==> src/rtl/fetch_stage.sv <==
// Instruction-fetch stage: owns the PC, drives the instruction-memory address and
// fills the IF/ID register, with stall, redirect/flush and end-of-memory halt.
module fetch_stage #(
  parameter logic [15:0] RESET_PC  = 16'h0000,
  parameter int unsigned MEM_WORDS = 16
) (
  input  logic        clk,
  input  logic        rst,
  input  logic        stall,
  input  logic        redirect,
  input  logic [15:0] redirect_pc,
  input  logic [15:0] ins_in,
  output logic [15:0] pc_out,
  output logic [15:0] ifid_ins,
  output logic [15:0] ifid_pc,
  output logic        ifid_valid,
  output logic        halted,
  output logic [15:0] fetch_count
);

  // First byte address outside instruction memory; 17 bits so 65536 is representable.
  localparam logic [16:0] LIMIT = 17'(MEM_WORDS * 4);

  typedef enum logic {
    RUN  = 1'b0,
    HALT = 1'b1
  } state_t;

  state_t      state, state_nxt;
  logic [15:0] pc, pc_nxt;
  logic [15:0] ins_nxt, ifpc_nxt, count_nxt;
  logic        valid_nxt;
  logic [15:0] pc_plus4;
  logic [15:0] target;

  assign pc_plus4 = pc + 16'd4;
  assign target   = redirect_pc & 16'hFFFC;

  // Next-state and next-register values; priority redirect > stall > state action.
  always_comb begin
    state_nxt = state;
    pc_nxt    = pc;
    ins_nxt   = ifid_ins;
    ifpc_nxt  = ifid_pc;
    valid_nxt = ifid_valid;
    count_nxt = fetch_count;
    if (redirect) begin
      pc_nxt    = target;
      ins_nxt   = 16'h0000;
      valid_nxt = 1'b0;
      state_nxt = ({1'b0, target} >= LIMIT) ? HALT : RUN;
    end else if (stall) begin
      state_nxt = state;
    end else begin
      case (state)
        RUN: begin
          ins_nxt   = ins_in;
          ifpc_nxt  = pc_plus4;
          valid_nxt = 1'b1;
          pc_nxt    = pc_plus4;
          if (fetch_count != 16'hFFFF) count_nxt = fetch_count + 16'd1;
          // The last word is still issued on the edge that enters HALT.
          if ({1'b0, pc_plus4} >= LIMIT) state_nxt = HALT;
        end
        HALT: begin
          ins_nxt   = 16'h0000;
          valid_nxt = 1'b0;
        end
        default: state_nxt = HALT;
      endcase
    end
  end

  always_ff @(posedge clk or posedge rst) begin
    if (rst) begin
      state       <= RUN;
      pc          <= RESET_PC;
      ifid_ins    <= 16'h0000;
      ifid_pc     <= 16'h0000;
      ifid_valid  <= 1'b0;
      fetch_count <= 16'h0000;
    end else begin
      state       <= state_nxt;
      pc          <= pc_nxt;
      ifid_ins    <= ins_nxt;
      ifid_pc     <= ifpc_nxt;
      ifid_valid  <= valid_nxt;
      fetch_count <= count_nxt;
    end
  end

  assign pc_out = pc;
  assign halted = (state == HALT);

endmodule
==> config.mk <==
export PLATFORM = sky130hd
export DESIGN_NAME = fetch_stage
export DESIGN_NICKNAME = d
export VERILOG_FILES = /design/src/rtl/fetch_stage.sv
export SDC_FILE = /design/constraint.sdc
export NUM_CORES = 1
export LEC_CHECK = 0
export ABC_CLOCK_PERIOD_IN_PS = 3900
export CORE_MARGIN = 2
export CORE_UTILIZATION = 49
export CTS_BUF_LIST = sky130_fd_sc_hd__clkbuf_16
export CTS_CLUSTER_SIZE = 40
export DETAILED_ROUTE_END_ITERATION = 10
export HOLD_SLACK_MARGIN = 0.08
export PLACE_DENSITY = 0.85
export SLEW_MARGIN = 15
export SYNTH_ARGS = -nofsm -noshare
export SYNTH_HDL_FRONTEND = slang
export SYNTH_SLANG_ARGS = --single-unit
==> constraint.sdc <==
create_clock -name clk -period 3.9 [get_ports clk]
set_clock_uncertainty 0.05 [all_clocks]
set_input_delay 0.585 -clock clk [delete_from_list [all_inputs] [get_ports clk]]
set_output_delay 0.585 -clock clk [all_outputs]
set_load 0.05 [all_outputs]
== After elaboration in Yosys (flattened, before gate mapping) ==
Index checks and enable logic that the tools add are counted.
Widths: inputs -> output; s select.
Cells by class
  $add $sub $neg: 2
  $mul: 0
  divide/modulo/power cells: 0
  magnitude comparators: 2
  eq/ne operators: 3
  shift-type cells: 0
  mux-type cells: 14
  bitwise logic cells: 3
  reductions and logical operators: 3
Operator list (count)
  $mux 16: 5
  $ge 16x7->1 const B: 2
  $pmux 16 s2: 1
  $add 16x1->16 const B: 1
  $add 16x3->16 const B: 1
  $ne 16x16->1 const B: 1
  $mux 1: 7
  $reduce_and 4->1: 1
  $not 1->1: 3
  $reduce_and 3->1: 1
  $ne 2x1->1 const B: 1
  $ne 2x2->1 const B: 1
  $pmux 1 s2: 1
  $reduce_and 2->1: 1
Word-level totals
  flip-flop bits (word level): 66
  bits in latches: 0
  memory bits (writable): 0
  ROM bits: 0
  input port bits: 36
  output and inout port bits: 66
  word-level logic and storage cells: 33
  memories kept: 0

== Longest topological paths before layout ==
  depth after elaboration: 6
  mapped depth: 8
  gate-level depth less buffers: 6

== Worst setup path after synthesis ==
OpenSTA, ideal clock, no wires.
  kind: register -> register
  start point: register pc[2] (netlist: pc_out[2])
  end point: register state (netlist: halted)
  setup time: 0.132 ns
  arrival: 2.229 ns
  data required time: 3.718 ns
  slack: 1.489 ns
  cell stages (with the launch flop): 8
  buffers on the path: 1
  period minus slack after synthesis: 2.411 ns
  path through: dfrtp_1 ha_1 and3_1 buf_6 and2_4 or4_4 a2111oi_4 a31oi_1
On the way
  word-level cells in the longest chain between the ends: 6
RTL lines
  start, declared: RTL line 30  | logic [15:0] pc, pc_nxt;
  start signal, assigned: RTL line 84  | pc <= pc_nxt;
  $add 16x3->16: RTL line 36  | assign pc_plus4 = pc + 16'd4;
  $ge 16x7->1: RTL line 63  | if ({1'b0, pc_plus4} >= LIMIT) state_nxt = HALT;
  $mux 1: RTL line 63
  $mux 1: RTL line 55  | case (state)
  $mux 1: RTL line 52  | end else if (stall) begin
  $mux 1: RTL line 47  | if (redirect) begin
  end signal, assigned: RTL line 83  | state <= state_nxt;
  end, declared: RTL line 29  | state_t state, state_nxt;
No other way between the ends. The select of a mux whose other input is x is not followed.
A chain may end at the register's enable or synchronous reset.

== Final worst setup path ==
  start point: register state (netlist: halted)
  end point: output halted
RTL lines
  end, declared: RTL line 17  | output logic halted,
No word-level cell between the ends.

==> impl_results.md <==
- Outcome: complete, no violations
- IO Port Bufs: 95
- CTS Buf Count: 9
- CTS sink cnt: 62
- Core Area: a little under 6000 um^2
- DIE AREA: just under 7000 um^2
- Min-Delay Startpoint: ifid_valid
- Max Buffers Root-to-Sink: 2
- Post-synthesis sequential element count: 62
- Setup bufs post-CTS: 0
- Total GRT Usage: 21.4%
- Slew at the pin closest to its max-slew limit: just under 1000 ps
- Register area share after synthesis: between 50% and 60%
- Slew Limit Fails: 0
- Synth Cell Area: a little over 3000 um^2
- CTS H-tree lvls: 3
- Largest area contributor in the netlist: dfrtp_1
- Most frequent cells in the layout: clkdlybuf4s50_1 (95), dfrtp_1 (62), nand2_1 (26)
- Post-Route Setup TNS: 0 ps
- Critical Path Max Stage Delay: between 800 and 900 ps
- GR Overflow Total: 0
- Share of total power in the clock network: between 40% and 50%
- Hpwl dp: roughly 5 mm
- Post-synth cell types: 39
- Sw Ratio: between 20% and 30%
- CP max-delay cell: clkdlybuf4s50_1
- Clk_lat worst skew: 330 ps
- Via Count: 2506
- Final period util: 61.7%
- Final worst slack: 1490 ps
- Layout cells sized above 1: under 10%
- RSZ-0062 raised after global routing: no
- Cells along the critical path: clkdlybuf4s50_1
- Placement Rows: 28
- Placer Congestion: 0.817
- Delay-heaviest family, CP: buffers and inverters
- Worst hold path type: reg -> reg
- Final ANT Viol Nets: 0
- Starting Density: between 50% and 60%
- Antenna violations before repair: 0
- Reg-to-Reg End: halted
- Vias in the first global route: around 2500
- I/O pin total: approximately 100
- Pre-CTS WS: 1180 ps
- Switch Pwr: 0.000504 W
- Worst r2r src: pc_out[2]
- Reg clk slew, reported paths: 50 ps
- Fmax achieved: roughly 0.42 GHz
- Reg power frac: around two fifths
- Crit path kind: reg -> out
- Reg2reg path depth: 6
- Comb power frac: between 10% and 20%
- Detailed-route DRC error count: 0
- DR pass1 iterations: 4
- CP startpoint kind: flop
- CP Buf/Inv Count: 1
- Final Hold Fails: 0
- Vias/cell: around 5.4
- Nets@finish: around 430
- First-pass GRT wire length: 11.9 mm
- Clk Tree Root Cell: clkbuf_16
- Worst path arrival time: 1770 ps
- Mapped Cells: between 200 and 300
- Warnings, synthesis: 0
- Min Tclk post-route: 2410 ps
- Reg2reg setup slack: between 1500 and 2000 ps
- Die Wd: between 80 and 90 um
- Post-CTS Resized: 0
- Synthesized area per cell: 10.2 um^2
- Area growth, synth to finish: 42.2%
- Hold buffers post-CTS: 0
- Max VDD drop: 0.280 mV
- Final wirelength: about 7.4 mm
- Int Pwr: ~0.0013 W
- Drt wl/cell: 15.7 um
- CTS tree: yes
- Yosys top cell area share: roughly 51%
- Fill count: between 400 and 500
- Die height: 82.9 um
- CP Capture Type: output port
- Leakage power: about 1.8 nW
- Area contributors post-synth: dfrtp_1 (51%), xor2_1 (6.0%), xnor2_1 (5.5%)
- Power Density: just over 400 nW/um^2
- Worst-path fanout max: 7
- Commonest non-fill, non-tap cell in the layout: clkdlybuf4s50_1
- Largest net degree at the start of global routing: 51
- Inserted Diodes: 0
- Max_slew headroom: 33.7%
- WHS Path Cells: 1
- Max-Cap Viols: 0
- Required time worst endpoint: between 3000 and 4000 ps
- Number of setup violations in the final report: 0
- DRT iter0 DRCs: roughly 110
- Worst hold endpoint: ifid_valid
-- worst max-delay path by stage --
stage | startpoint | end | cells past startpoint | slack [ps]
floorplan | pc_out[2] | halted | 7 | 1490
global placement | redirect | fetch_count[1] | 5 | 1220
detailed placement | redirect | fetch_count[1] | 5 | 1180
CTS | halted | halted | 1 | 1480
global route | redirect | fetch_count[1] | 5 | 1360
finish | halted | halted | 1 | 1490
-- registers in the layout, indices dropped and copies added (netlist names) --
name / flops
ifid_valid: 1
ifid_ins: 16
halted: 1
pc_out: 14
fetch_count: 16
ifid_pc: 14
-- metrics by stage --
stage | util (%) | hold WS [ps] | instances | instance area [um^2] | total power, W
2_1_floorplan | - | 656 | 301 | 3060 | 0.000886
3_3_place_gp | 67.7 | 417 | 452 | 4030 | 0.000985
3_5_place_dp | 67.7 | 429 | 452 | 4030 | 0.000989
4_1_cts | 72.8 | 445 | 468 | 4340 | 0.00180
5_1_grt | 72.8 | 459 | 468 | 4340 | 0.00184
6_report | 72.8 | 447 | 468 | 4340 | 0.00178
-- cell families after synthesis --
| logic type | Yosys count | synth area share, % |
|---|---|---|
| AO/OA/AOI/OAI | 56 | 12.5 |
| XOR/XNOR | 40 | 11.5 |
| adder cells (fa/ha/maj) | 3 | 1.23 |
| buffers and inverters | 29 | 4.51 |
| flip-flops | 62 | 50.9 |
| multiplexers | 6 | 2.13 |
| other | 1 | 0.123 |
| AND/OR/NAND/NOR | 101 | 17.2 |
-- area by class of cell --
class | instances | area, um^2 | area share, %
Clock buffer | 9 | 225 | 5.19
Tap cell | 75 | 93.8 | 2.16
Multi-Input combinational cell | 210 | 1380 | 31.8
Clock inverter | 7 | 81.3 | 1.88
Timing Repair Buffer | 100 | 988 | 22.8
Sequential cell | 62 | 1550 | 35.8
Inverter | 5 | 18.8 | 0.433
-- metal layers --
layer  track usage, %  vias to the layer above  wire length, um
met5                0                        -                0
li1                 -                     1212                -
met2             35.8                       83             3690
met4             10.3                        0              215
met1             26.0                     1192             3110
met3             5.17                       19              342
-- power groups by stage --
stage | clock [W] | combinational [W] | sequential (W)
2_1_floorplan | 0 | 0.0000954 | 0.000790
3_3_place_gp | 0 | 0.000269 | 0.000715
3_5_place_dp | 0 | 0.000272 | 0.000717
4_1_cts | 0.000815 | 0.000274 | 0.000706
5_1_grt | 0.000842 | 0.000289 | 0.000711
6_report | 0.000804 | 0.000272 | 0.000706
-- cells in the mapped netlist (all sizes together) --
| master | count |
|---|---|
| nand2 | 26 |
| nor2b | 1 |
| and4 | 4 |
| or4 | 1 |
| xnor2 | 19 |
| o31ai | 1 |
| nand3 | 13 |
| nor4b | 2 |
| nand2b | 2 |
| nor3 | 7 |
| buf | 11 |
| o21ai | 15 |
| a32o | 1 |
| a21oi | 17 |
| nor2 | 22 |
| ha | 3 |
| a21o | 1 |
| o211ai | 2 |
| a31oi | 2 |
| xor2 | 21 |
| or3 | 1 |
| inv | 5 |
| clkbuf | 13 |
| nor4 | 2 |
| conb | 1 |
| and3 | 7 |
| and2 | 4 |
| a22o | 16 |
| mux2 | 4 |
| mux2i | 2 |
| a2111oi | 1 |
| nand4 | 9 |
| dfrtp | 62 |
(Power assumes the default switching activity.)
